File: src/rtl/ysyx_24080006_pkg.sv
// Shared AXI4-Lite widths, arbiter state encoding and grant helper.
// Kept separate so the planned crossbar can reuse the same state type.
package ysyx_24080006_pkg;

    localparam int AXI_ADDR_W = 32;
    localparam int AXI_DATA_W = 32;
    localparam int AXI_STRB_W = 4;
    localparam int AXI_RESP_W = 2;

    localparam logic [AXI_RESP_W-1:0] AXI_RESP_OKAY = 2'b00;

    typedef enum logic [1:0] {
        IDLE   = 2'd0,
        IFU_RD = 2'd1,
        LSU_RD = 2'd2,
        LSU_WR = 2'd3
    } arb_state_e;

    // A write only wins when AW and W arrive together; the slave takes them as a pair.
    function automatic arb_state_e nextGrant(
        input logic lsuAwvalid,
        input logic lsuWvalid,
        input logic lsuArvalid,
        input logic ifuArvalid
    );
        if (lsuAwvalid && lsuWvalid) begin
            return LSU_WR;
        end else if (lsuArvalid) begin
            return LSU_RD;
        end else if (ifuArvalid) begin
            return IFU_RD;
        end
        return IDLE;
    endfunction

endpackage

File: src/rtl/ysyx_24080006_axi.sv
// AXI4-Lite bundle; master drives requests, slave drives ready/response.
interface ysyx_24080006_axi;
    import ysyx_24080006_pkg::*;

    logic [AXI_ADDR_W-1:0] araddr;
    logic                  arvalid;
    logic                  arready;
    logic [AXI_DATA_W-1:0] rdata;
    logic [AXI_RESP_W-1:0] rresp;
    logic                  rvalid;
    logic                  rready;
    logic [AXI_ADDR_W-1:0] awaddr;
    logic                  awvalid;
    logic                  awready;
    logic [AXI_DATA_W-1:0] wdata;
    logic [AXI_STRB_W-1:0] wstrb;
    logic                  wvalid;
    logic                  wready;
    logic [AXI_RESP_W-1:0] bresp;
    logic                  bvalid;
    logic                  bready;

    modport master (
        output araddr, arvalid, rready,
        output awaddr, awvalid, wdata, wstrb, wvalid, bready,
        input  arready, rdata, rresp, rvalid,
        input  awready, wready, bresp, bvalid
    );

    modport slave (
        input  araddr, arvalid, rready,
        input  awaddr, awvalid, wdata, wstrb, wvalid, bready,
        output arready, rdata, rresp, rvalid,
        output awready, wready, bresp, bvalid
    );

endinterface

File: src/rtl/axi_arbiter.sv
// Two-master (IFU read-only, LSU read/write) to one-slave AXI4-Lite arbiter.
// One outstanding transaction, LSU has fixed priority, routing is combinational.
module axi_arbiter
    import ysyx_24080006_pkg::*;
(
    input  logic                  clock,
    input  logic                  reset,
    ysyx_24080006_axi.slave       ifu,
    ysyx_24080006_axi.slave       lsu,
    ysyx_24080006_axi.master      mem
);

    arb_state_e r_state;
    logic       w_unusedIfuWrite;

    // The fetch port never writes, so its write-request lines are ignored.
    assign w_unusedIfuWrite = ^{ifu.awaddr, ifu.awvalid, ifu.wdata,
                                ifu.wstrb, ifu.wvalid, ifu.bready};

    // A grant is held until its response handshake completes; nothing preempts it.
    always_ff @(posedge clock) begin
        if (reset) begin
            r_state <= IDLE;
        end else begin
            case (r_state)
                IDLE: begin
                    r_state <= nextGrant(lsu.awvalid, lsu.wvalid,
                                         lsu.arvalid, ifu.arvalid);
                end
                IFU_RD: begin
                    if (mem.rvalid && ifu.rready) r_state <= IDLE;
                end
                LSU_RD: begin
                    if (mem.rvalid && lsu.rready) r_state <= IDLE;
                end
                LSU_WR: begin
                    if (mem.bvalid && lsu.bready) r_state <= IDLE;
                end
                default: r_state <= IDLE;
            endcase
        end
    end

    always_comb begin
        mem.araddr  = '0;
        mem.arvalid = 1'b0;
        mem.rready  = 1'b0;
        mem.awaddr  = '0;
        mem.awvalid = 1'b0;
        mem.wdata   = '0;
        mem.wstrb   = '0;
        mem.wvalid  = 1'b0;
        mem.bready  = 1'b0;

        ifu.arready = 1'b0;
        ifu.rdata   = '0;
        ifu.rresp   = '0;
        ifu.rvalid  = 1'b0;
        ifu.awready = 1'b0;
        ifu.wready  = 1'b0;
        ifu.bresp   = '0;
        ifu.bvalid  = 1'b0;

        lsu.arready = 1'b0;
        lsu.rdata   = '0;
        lsu.rresp   = '0;
        lsu.rvalid  = 1'b0;
        lsu.awready = 1'b0;
        lsu.wready  = 1'b0;
        lsu.bresp   = '0;
        lsu.bvalid  = 1'b0;

        case (r_state)
            IFU_RD: begin
                mem.araddr  = ifu.araddr;
                mem.arvalid = ifu.arvalid;
                mem.rready  = ifu.rready;
                ifu.arready = mem.arready;
                ifu.rdata   = mem.rdata;
                ifu.rresp   = mem.rresp;
                ifu.rvalid  = mem.rvalid;
            end
            LSU_RD: begin
                mem.araddr  = lsu.araddr;
                mem.arvalid = lsu.arvalid;
                mem.rready  = lsu.rready;
                lsu.arready = mem.arready;
                lsu.rdata   = mem.rdata;
                lsu.rresp   = mem.rresp;
                lsu.rvalid  = mem.rvalid;
            end
            LSU_WR: begin
                mem.awaddr  = lsu.awaddr;
                mem.awvalid = lsu.awvalid;
                mem.wdata   = lsu.wdata;
                mem.wstrb   = lsu.wstrb;
                mem.wvalid  = lsu.wvalid;
                mem.bready  = lsu.bready;
                lsu.awready = mem.awready;
                lsu.wready  = mem.wready;
                lsu.bresp   = mem.bresp;
                lsu.bvalid  = mem.bvalid;
            end
            default: begin
            end
        endcase
    end

endmodule

File: src/flat_wrapper.sv
// flat-port wrapper written by rule: the top's interface ports become plain ports
module axi_arbiter_flat import ysyx_24080006_pkg::*;
  (clock, reset, ifu_araddr, ifu_arvalid, ifu_rready, ifu_awaddr, ifu_awvalid, ifu_wdata, ifu_wstrb, ifu_wvalid, ifu_bready, ifu_arready, ifu_rdata, ifu_rresp, ifu_rvalid, ifu_awready, ifu_wready, ifu_bresp, ifu_bvalid, lsu_araddr, lsu_arvalid, lsu_rready, lsu_awaddr, lsu_awvalid, lsu_wdata, lsu_wstrb, lsu_wvalid, lsu_bready, lsu_arready, lsu_rdata, lsu_rresp, lsu_rvalid, lsu_awready, lsu_wready, lsu_bresp, lsu_bvalid, mem_araddr, mem_arvalid, mem_rready, mem_awaddr, mem_awvalid, mem_wdata, mem_wstrb, mem_wvalid, mem_bready, mem_arready, mem_rdata, mem_rresp, mem_rvalid, mem_awready, mem_wready, mem_bresp, mem_bvalid);
  ysyx_24080006_axi ifu_i ();
  ysyx_24080006_axi lsu_i ();
  ysyx_24080006_axi mem_i ();
  input  logic clock;
  input  logic reset;
  input wire logic [$bits(ifu_i.araddr)-1:0] ifu_araddr;
  input wire logic [$bits(ifu_i.arvalid)-1:0] ifu_arvalid;
  input wire logic [$bits(ifu_i.rready)-1:0] ifu_rready;
  input wire logic [$bits(ifu_i.awaddr)-1:0] ifu_awaddr;
  input wire logic [$bits(ifu_i.awvalid)-1:0] ifu_awvalid;
  input wire logic [$bits(ifu_i.wdata)-1:0] ifu_wdata;
  input wire logic [$bits(ifu_i.wstrb)-1:0] ifu_wstrb;
  input wire logic [$bits(ifu_i.wvalid)-1:0] ifu_wvalid;
  input wire logic [$bits(ifu_i.bready)-1:0] ifu_bready;
  output wire logic [$bits(ifu_i.arready)-1:0] ifu_arready;
  output wire logic [$bits(ifu_i.rdata)-1:0] ifu_rdata;
  output wire logic [$bits(ifu_i.rresp)-1:0] ifu_rresp;
  output wire logic [$bits(ifu_i.rvalid)-1:0] ifu_rvalid;
  output wire logic [$bits(ifu_i.awready)-1:0] ifu_awready;
  output wire logic [$bits(ifu_i.wready)-1:0] ifu_wready;
  output wire logic [$bits(ifu_i.bresp)-1:0] ifu_bresp;
  output wire logic [$bits(ifu_i.bvalid)-1:0] ifu_bvalid;
  input wire logic [$bits(lsu_i.araddr)-1:0] lsu_araddr;
  input wire logic [$bits(lsu_i.arvalid)-1:0] lsu_arvalid;
  input wire logic [$bits(lsu_i.rready)-1:0] lsu_rready;
  input wire logic [$bits(lsu_i.awaddr)-1:0] lsu_awaddr;
  input wire logic [$bits(lsu_i.awvalid)-1:0] lsu_awvalid;
  input wire logic [$bits(lsu_i.wdata)-1:0] lsu_wdata;
  input wire logic [$bits(lsu_i.wstrb)-1:0] lsu_wstrb;
  input wire logic [$bits(lsu_i.wvalid)-1:0] lsu_wvalid;
  input wire logic [$bits(lsu_i.bready)-1:0] lsu_bready;
  output wire logic [$bits(lsu_i.arready)-1:0] lsu_arready;
  output wire logic [$bits(lsu_i.rdata)-1:0] lsu_rdata;
  output wire logic [$bits(lsu_i.rresp)-1:0] lsu_rresp;
  output wire logic [$bits(lsu_i.rvalid)-1:0] lsu_rvalid;
  output wire logic [$bits(lsu_i.awready)-1:0] lsu_awready;
  output wire logic [$bits(lsu_i.wready)-1:0] lsu_wready;
  output wire logic [$bits(lsu_i.bresp)-1:0] lsu_bresp;
  output wire logic [$bits(lsu_i.bvalid)-1:0] lsu_bvalid;
  output wire logic [$bits(mem_i.araddr)-1:0] mem_araddr;
  output wire logic [$bits(mem_i.arvalid)-1:0] mem_arvalid;
  output wire logic [$bits(mem_i.rready)-1:0] mem_rready;
  output wire logic [$bits(mem_i.awaddr)-1:0] mem_awaddr;
  output wire logic [$bits(mem_i.awvalid)-1:0] mem_awvalid;
  output wire logic [$bits(mem_i.wdata)-1:0] mem_wdata;
  output wire logic [$bits(mem_i.wstrb)-1:0] mem_wstrb;
  output wire logic [$bits(mem_i.wvalid)-1:0] mem_wvalid;
  output wire logic [$bits(mem_i.bready)-1:0] mem_bready;
  input wire logic [$bits(mem_i.arready)-1:0] mem_arready;
  input wire logic [$bits(mem_i.rdata)-1:0] mem_rdata;
  input wire logic [$bits(mem_i.rresp)-1:0] mem_rresp;
  input wire logic [$bits(mem_i.rvalid)-1:0] mem_rvalid;
  input wire logic [$bits(mem_i.awready)-1:0] mem_awready;
  input wire logic [$bits(mem_i.wready)-1:0] mem_wready;
  input wire logic [$bits(mem_i.bresp)-1:0] mem_bresp;
  input wire logic [$bits(mem_i.bvalid)-1:0] mem_bvalid;
  assign ifu_i.araddr = ifu_araddr;
  assign ifu_i.arvalid = ifu_arvalid;
  assign ifu_i.rready = ifu_rready;
  assign ifu_i.awaddr = ifu_awaddr;
  assign ifu_i.awvalid = ifu_awvalid;
  assign ifu_i.wdata = ifu_wdata;
  assign ifu_i.wstrb = ifu_wstrb;
  assign ifu_i.wvalid = ifu_wvalid;
  assign ifu_i.bready = ifu_bready;
  assign ifu_arready = ifu_i.arready;
  assign ifu_rdata = ifu_i.rdata;
  assign ifu_rresp = ifu_i.rresp;
  assign ifu_rvalid = ifu_i.rvalid;
  assign ifu_awready = ifu_i.awready;
  assign ifu_wready = ifu_i.wready;
  assign ifu_bresp = ifu_i.bresp;
  assign ifu_bvalid = ifu_i.bvalid;
  assign lsu_i.araddr = lsu_araddr;
  assign lsu_i.arvalid = lsu_arvalid;
  assign lsu_i.rready = lsu_rready;
  assign lsu_i.awaddr = lsu_awaddr;
  assign lsu_i.awvalid = lsu_awvalid;
  assign lsu_i.wdata = lsu_wdata;
  assign lsu_i.wstrb = lsu_wstrb;
  assign lsu_i.wvalid = lsu_wvalid;
  assign lsu_i.bready = lsu_bready;
  assign lsu_arready = lsu_i.arready;
  assign lsu_rdata = lsu_i.rdata;
  assign lsu_rresp = lsu_i.rresp;
  assign lsu_rvalid = lsu_i.rvalid;
  assign lsu_awready = lsu_i.awready;
  assign lsu_wready = lsu_i.wready;
  assign lsu_bresp = lsu_i.bresp;
  assign lsu_bvalid = lsu_i.bvalid;
  assign mem_araddr = mem_i.araddr;
  assign mem_arvalid = mem_i.arvalid;
  assign mem_rready = mem_i.rready;
  assign mem_awaddr = mem_i.awaddr;
  assign mem_awvalid = mem_i.awvalid;
  assign mem_wdata = mem_i.wdata;
  assign mem_wstrb = mem_i.wstrb;
  assign mem_wvalid = mem_i.wvalid;
  assign mem_bready = mem_i.bready;
  assign mem_i.arready = mem_arready;
  assign mem_i.rdata = mem_rdata;
  assign mem_i.rresp = mem_rresp;
  assign mem_i.rvalid = mem_rvalid;
  assign mem_i.awready = mem_awready;
  assign mem_i.wready = mem_wready;
  assign mem_i.bresp = mem_bresp;
  assign mem_i.bvalid = mem_bvalid;
  axi_arbiter u_core (.clock(clock), .reset(reset), .ifu(ifu_i), .lsu(lsu_i), .mem(mem_i));
endmodule
File: config.mk
export PLATFORM = sky130hd
export DESIGN_NAME = axi_arbiter_flat
export DESIGN_NICKNAME = d
export VERILOG_FILES = /design/src/rtl/ysyx_24080006_pkg.sv /design/src/rtl/ysyx_24080006_axi.sv /design/src/rtl/axi_arbiter.sv /design/src/flat_wrapper.sv
export SDC_FILE = /design/constraint.sdc
export NUM_CORES = 1
export LEC_CHECK = 0
export ABC_AREA = 1
export BUFFER_PORTS_ARGS = -buffer_cell sky130_fd_sc_hd__buf_4
export CAP_MARGIN = 20
export CELL_PAD_IN_SITES_DETAIL_PLACEMENT = 0
export CELL_PAD_IN_SITES_GLOBAL_PLACEMENT = 1
export CORE_AREA = 3 3 168 170
export DETAILED_ROUTE_END_ITERATION = 10
export DIE_AREA = 0 0 171 173
export GPL_TIMING_DRIVEN = 0
export HOLD_SLACK_MARGIN = 0.08
export PLACE_DENSITY_LB_ADDON = 0.05
export SLEW_MARGIN = 20
export SYNTH_ARGS = -nofsm -noshare
export SYNTH_HDL_FRONTEND = slang
export SYNTH_SLANG_ARGS = --single-unit
File: constraint.sdc
create_clock -name clock -period 2.37 [get_ports clock]
set_input_delay 0.3555 -clock clock [delete_from_list [all_inputs] [get_ports clock]]
set_output_delay 0.3555 -clock clock [all_outputs]
set_load 0.01 [all_outputs]
==> results by group, run 1 <==
Die
  – Initial core utilization: under 10%
  – Die footprint: about 0.03 mm²
  – Cell Rows: 60
  – Core Region: approximately 0.027 mm²
  – Chip width: ~170 µm
  – Die Span Y: approximately 170 µm
  – # IOs: between 400 and 500

Clock tree
  – CTS HTree Levels: 1
  – CTS tree: yes
  – CTS clock-pin slew for the worst setup and hold paths: 30 ps
  – Sink Count: 2
  – Hold Buf Count CTS: 0
  – Root buf cell: clkbuf_16
  – Post-CTS Repair Setup Buffers: 0
  – Cts repair resizes: 0
  – TritonCTS Buffers: 3
  – CTS Buffer Depth: 2
  – Clk Latency, worst-skew pair: between 200 and 250 ps

Timing
  – Layout Skew: ~3 ps
  – Setup_tns: 0 ps
  – Final Slew Violations: 0
  – Tcrit/Tclk final: a little under nine tenths
  – Final Hold Fails: 0
  – Max Fclk: 0.4953 GHz
  – Final setup fails: 0
  – Minimum clock period: between 2000 and 2500 ps
  – RSZ-0062 raised after global routing: no

Cells and area
  – Final nets: 1,094
  – Max reg flops: 2
  – Share of cells above drive strength 1: approximately half
  – Commonest non-fill, non-tap cell in the layout: buf_4
  – Reg with most FFs: u_core.r_state
  – Most frequent cells in the layout: 373 x buf_4, 227 x nand2_1, 153 x inv_1
  – Biggest regs: u_core.r_state: 2 flops
  – Fillers: 3,145
  – Post-layout util: about 20%
  – N_diodes: 0
  – Area Overhead vs Synth: 161.5%

Global routing
  – Overflow after GRT: 0
  – Vias in the first global route: 3,833
  – Largest net degree at the start of global routing: 11
  – Global-route wire length before repair: ~22 mm
  – GRT Total Usage: about a tenth
  – Antenna violations before repair: 0

Setup path
  – Worst Path Arrival: 1660 ps
  – Critical Path Sink Type: output pin
  – Critical path class: flip-flop to output pin
  – Critical path peak fanout: 10
  – Worst setup SP type: flip-flop
  – Worst EP required: between 2000 and 2500 ps

Logic synthesis
  – Sequential share of the synthesized area: around 2.0%
  – Synth cell types: 13
  – Synth warn: 0
  – Cells after synthesis: ~460
  – Largest cells by area after synthesis: nand2_1 42%, inv_1 29%, a21oi_1 9.0%
  – Synth Register Bits: 2
  – Synth top area share: between 40% and 50%
  – Yosys top cell by area: nand2_1
  – Post-Syn Area: approximately 0.002 mm²
  – Syn_area_per_cell: 4.325 µm²

Routing
  – Vias: about 3,800
  – DR iter-0 viols: about 100
  – Routed len/inst: ~13 µm
  – DRC: 0
  – Drt via density: roughly 3.2
  – Drt pass-1 iters: 6
  – Drt total wl: about 15 mm
  – Routed Antenna Nets: 0

Outcome
  – Status: complete, no violations

Pwr
  – Static Leak: between 3 and 4 nW
  – Max VDD drop: ~0.00023 V
  – Power Density: 566.7 mW/mm²

Place
  – Buffers added on ports: ~360
  – Post-DP HPWL: 13.48 mm
  – GPL Wtd Cong: approximately 0.74

Job
  – Max cap viols: 0

Min path
  – HP Class: primary input to flip-flop
## synth_stat cells
| cell | number |
|---|---|
| buf_4 | 10 |
| conb_1 | 1 |
| nand2_2 | 1 |
| nor2_1 | 4 |
| inv_2 | 1 |
| dfxtp_1 | 2 |
| nand2_1 | 227 |
| a21oi_1 | 36 |
| ha_1 | 5 |
| inv_1 | 153 |
| nand3_2 | 1 |
| buf_2 | 12 |
| buf_6 | 11 |
## path summary, 6_finish.rpt
kind,startpoint,to,slack (ps),cells past startpoint
worst max-delay path,u_core.r_state[0],lsu_rdata[26],350,7
worst min-delay path,reset,u_core.r_state[0],380,4
worst max register to register,u_core.r_state[0],u_core.r_state[1],1060,7
worst min register to register,u_core.r_state[1],u_core.r_state[1],640,4
## area by class of cell
| type | count | area [µm²] | area share (%) |
|---|---|---|---|
| Buffer | 33 | 259.0 | 4.934 |
| Clock buffer | 3 | 75.07 | 1.430 |
| Inverter | 154 | 578.1 | 11.01 |
| Multi-Input combinational cell | 279 | 1145 | 21.81 |
| Sequential cell | 2 | 40.04 | 0.7628 |
| Tap cell | 341 | 426.7 | 8.129 |
| Timing Repair Buffer | 363 | 2725 | 51.92 |
## stage by stage
stage / worst slack, ps / instances / power, mW / area (µm²) / hold slack (ps)
2_1_floorplan: 896.0 / 468 / 1.363 / 2022 / 510.8
3_3_place_gp: 551.7 / 1172 / 2.807 / 5174 / 616.1
3_5_place_dp: 536.0 / 1172 / 2.812 / 5174 / 622.2
4_1_cts: 293.3 / 1175 / 3.084 / 5249 / 387.3
5_1_grt: 180.4 / 1175 / 3.305 / 5249 / 413.8
6_report: 350.9 / 1175 / 2.974 / 5249 / 380.9
## worst max-delay path, stage by stage, from the launching register on
cell and delay, ps:
dfxtp_1 320, inv_1 130, ha_1 170, buf_2 320
buf_4 250, nand2_1 60, inv_1 60, buf_4 120
## logic make-up (layout without fill, tap and decap cells)
family,count (synthesis),after routing,share of synthesized area (%)
adders and majority gates,5,5,3.117
DFF,2,2,1.995
and+or+nand+nor,233,233,44.02
buffers and inverters,187,553,41.71
AOI/OAI and AO/OA,36,36,8.977
other,1,5,0.1869
## report_power, final
group          switching [mW]  total (mW)  internal, mW  leakage [nW]
logic                    1.46        2.65          1.20          3.80
clock network          0.0455       0.261         0.215        0.0370
registers              0.0124      0.0603        0.0479        0.0166
## metal layers
metal  track usage [%]  vias to the layer above  wire, µm
met4             1.241                        0       163
met1             9.138                     1600      5246
li1                  -                     1983         -
met5                 0                        -         0
met2             18.96                      224      7900
met3             3.178                       10      1882
(Power assumes the default switching activity.)
==> run 2, diff against run 1 <==
- CELL_PAD_IN_SITES_DETAIL_PLACEMENT: 0 -> 1
- CELL_PAD_IN_SITES_GLOBAL_PLACEMENT: 1 -> 2
- CORE_AREA: 3 3 168 170 -> 3 3 169 171
- DIE_AREA: 0 0 171 173 -> 0 0 172 174
==> run 2 against run 1 <==
Fmax grew 2.7%; clock power is essentially flat; critical path type unchanged; clock skew is essentially flat; die area grew 1.2%; highest routed layer is now met5; sequential power grew 1%; utilization shrank 0.11 points; critical path depth shrank 1; register-to-register slack is essentially flat.
==> results by group, run 2 (synthesis gave the netlist of run 1 again) <==
Setup path
  – Crit path cell chain: inv_1 -> ha_1 -> inv_2 -> buf_2 -> a21oi_1 -> buf_4 (was inv_1 -> ha_1 -> buf_2 -> buf_4 -> nand2_1 -> inv_1 -> buf_4)
  – Worst EP required: 2010 ps (about the same)
  – Worst setup SP type: flip-flop (unchanged)
  – Critical Path Slowest Stage Cell: dfxtp_1 (unchanged)
  – CP Buf/Inv Count: 4 (was 5)
  – Critical Path Sink Type: output pin (unchanged)
  – CP top delay family: buffers and inverters (unchanged)
  – CP Launch Point: u_core.r_state[0] (unchanged)
  – Worst Path Arrival: 1610 ps (was 1660 ps)
  – Critical path peak fanout: 10 (unchanged)
  – Critical path class: flip-flop to output pin (unchanged)
  – Critical R2R Launch: u_core.r_state[0] (unchanged)
  – Critical path's largest stage delay: 350 ps (was 320 ps)

Place
  – Buffers added on ports: 363 (unchanged)
  – Post-DP HPWL: 14.93 mm (was 13.48 mm)
  – GPL Wtd Cong: 0.7129 (was 0.7360)
  – Setup Slack @ Placement: 596.1 ps (was 536.0 ps)
  – Dpl cells: 1,172 (unchanged)

Global routing
  – GRT Total Usage: 10.18% (was 9.339%)
  – Vias in the first global route: 4,252 (was 3,833)
  – Global-route wire length before repair: 23.94 mm (was 21.77 mm)
  – Largest net degree at the start of global routing: 11 (unchanged)
  – Antenna violations before repair: 1 (was 0)
  – Overflow after GRT: 0 (unchanged)

Clock tree
  – Clk Latency, worst-skew pair: 230 ps (about the same)
  – CTS clock-pin slew for the worst setup and hold paths: 30 ps (about the same)
  – TritonCTS Buffers: 3 (unchanged)
  – CTS tree: yes (unchanged)
  – Cts repair resizes: 0 (unchanged)
  – Hold Buf Count CTS: 0 (unchanged)
  – Sink Count: 2 (unchanged)
  – CTS HTree Levels: 1 (unchanged)
  – CTS Buffer Depth: 2 (unchanged)
  – Post-CTS Repair Setup Buffers: 0 (unchanged)
  – Root buf cell: clkbuf_16 (unchanged)

Die
  – Core Region: 0.02703 mm² (was 0.02688 mm²)
  – Cell Rows: 60 (unchanged)
  – # IOs: 440 (unchanged)
  – Chip width: 172 µm (was 171 µm)
  – Die Span Y: 174 µm (was 173 µm)
  – Die footprint: 0.02993 mm² (was 0.02958 mm²)
  – Initial core utilization: 7.426% (was 7.467%)

Timing
  – Layout Skew: 2.667 ps (was 2.921 ps)
  – Tcrit/Tclk final: 82.99% (was 85.20%)
  – Max Fclk: 0.5084 GHz (was 0.4953 GHz)
  – Setup_tns: 0 ps (unchanged)
  – Final Hold Fails: 0 (unchanged)
  – Final setup fails: 0 (unchanged)
  – Minimum clock period: 1967 ps (was 2019 ps)
  – Final setup margin: 403.0 ps (was 350.9 ps)
  – Final Slew Violations: 0 (unchanged)
  – RSZ-0062 raised after global routing: no (unchanged)

Routing
  – Routed Antenna Nets: 0 (unchanged)
  – Drt pass-1 iters: 4 (was 6)
  – Drt total wl: 16.61 mm (was 15.19 mm)
  – DR iter-0 viols: 62 (was 101)
  – Drt via density: 3.325 (was 3.249)
  – Vias: 3,907 (was 3,817)
  – DRC: 0 (unchanged)
  – Routed len/inst: 14.14 µm (was 12.93 µm)

Cells and area
  – Reg with most FFs: u_core.r_state (unchanged)
  – N_diodes: 0 (unchanged)
  – Biggest regs: u_core.r_state: 2 flops (unchanged)
  – Max reg flops: 2 (unchanged)
  – Share of cells above drive strength 1: 48.20% (unchanged)
  – Final instance count without filler cells: 1,175 (unchanged)
  – Post-layout util: 19.42% (was 19.53%)
  – Fillers: 3,464 (was 3,145)
  – Most frequent cells in the layout: 373 x buf_4, 227 x nand2_1, 153 x inv_1 (unchanged)
  – Commonest non-fill, non-tap cell in the layout: buf_4 (unchanged)
  – Final nets: 1,094 (unchanged)
  – Area Overhead vs Synth: 161.5% (unchanged)

Min path
  – HP Class: primary input to flip-flop (unchanged)
  – Hold path start: reset (unchanged)

Outcome
  – Status: complete, no violations (unchanged)

Job
  – Max cap viols: 0 (unchanged)

Pwr
  – Max VDD drop: 0.0001557 V (was 0.0002265 V)
  – Power Density: 567.0 mW/mm² (was 566.7 mW/mm²)
  – Static Leak: 3.854 nW (unchanged)
run 2: path summary, 6_finish.rpt:
kind | slack [ps] | cells past startpoint | to
worst max-delay path | 400 | 6 | mem_rready
worst min-delay path | 390 | 4 | u_core.r_state[1]
worst max register to register | 1070 | 8 | u_core.r_state[0]
worst min register to register | 640 | 4 | u_core.r_state[1]
run 2: area by class of cell:
type	count	area [µm²]	area share, %
plain buffers	33	259.0	4.934
flip-flops and latches	2	40.04	0.7628
multi-input cells	279	1145	21.81
repair buffers	363	2725	51.92
clock buffers	3	75.07	1.430
well taps	341	426.7	8.129
inverters	154	578.1	11.01
run 2: through the flow:
step	power, mW	cell area, µm²	hold slack (ps)
after detailed placement	2.829	5174	629.1
after floorplan	1.363	2022	510.8
after CTS	3.101	5249	393.1
final	2.976	5249	385.6
after global routing	3.321	5249	415.2
after global placement	2.814	5174	616.7
run 2: per-layer routing:
metal	up-vias	global-route usage, %	share of wire [%]	wire (µm)
met5	-	0	0.096	16
met4	2	0.9980	0.64	106
met3	9	4.071	13	2127
met2	220	20.68	53	8798
met1	1693	9.724	33	5561
li1	1983	-	-	-
run 2: power breakdown:
group | switching, mW | total, mW | internal [mW]
Clock | 0.0453 | 0.261 | 0.215
Sequential | 0.0133 | 0.0612 | 0.0479
Combinational | 1.46 | 2.65 | 1.20
run 2: worst register-to-register path: stages (launching register included):
cell,delay [ps]
dfxtp_1,350
inv_1,100
ha_1,230
buf_6,140
nand2_1,70
nand3_2,110
nand2_1,80
nand2_1,40
nor2_1,100
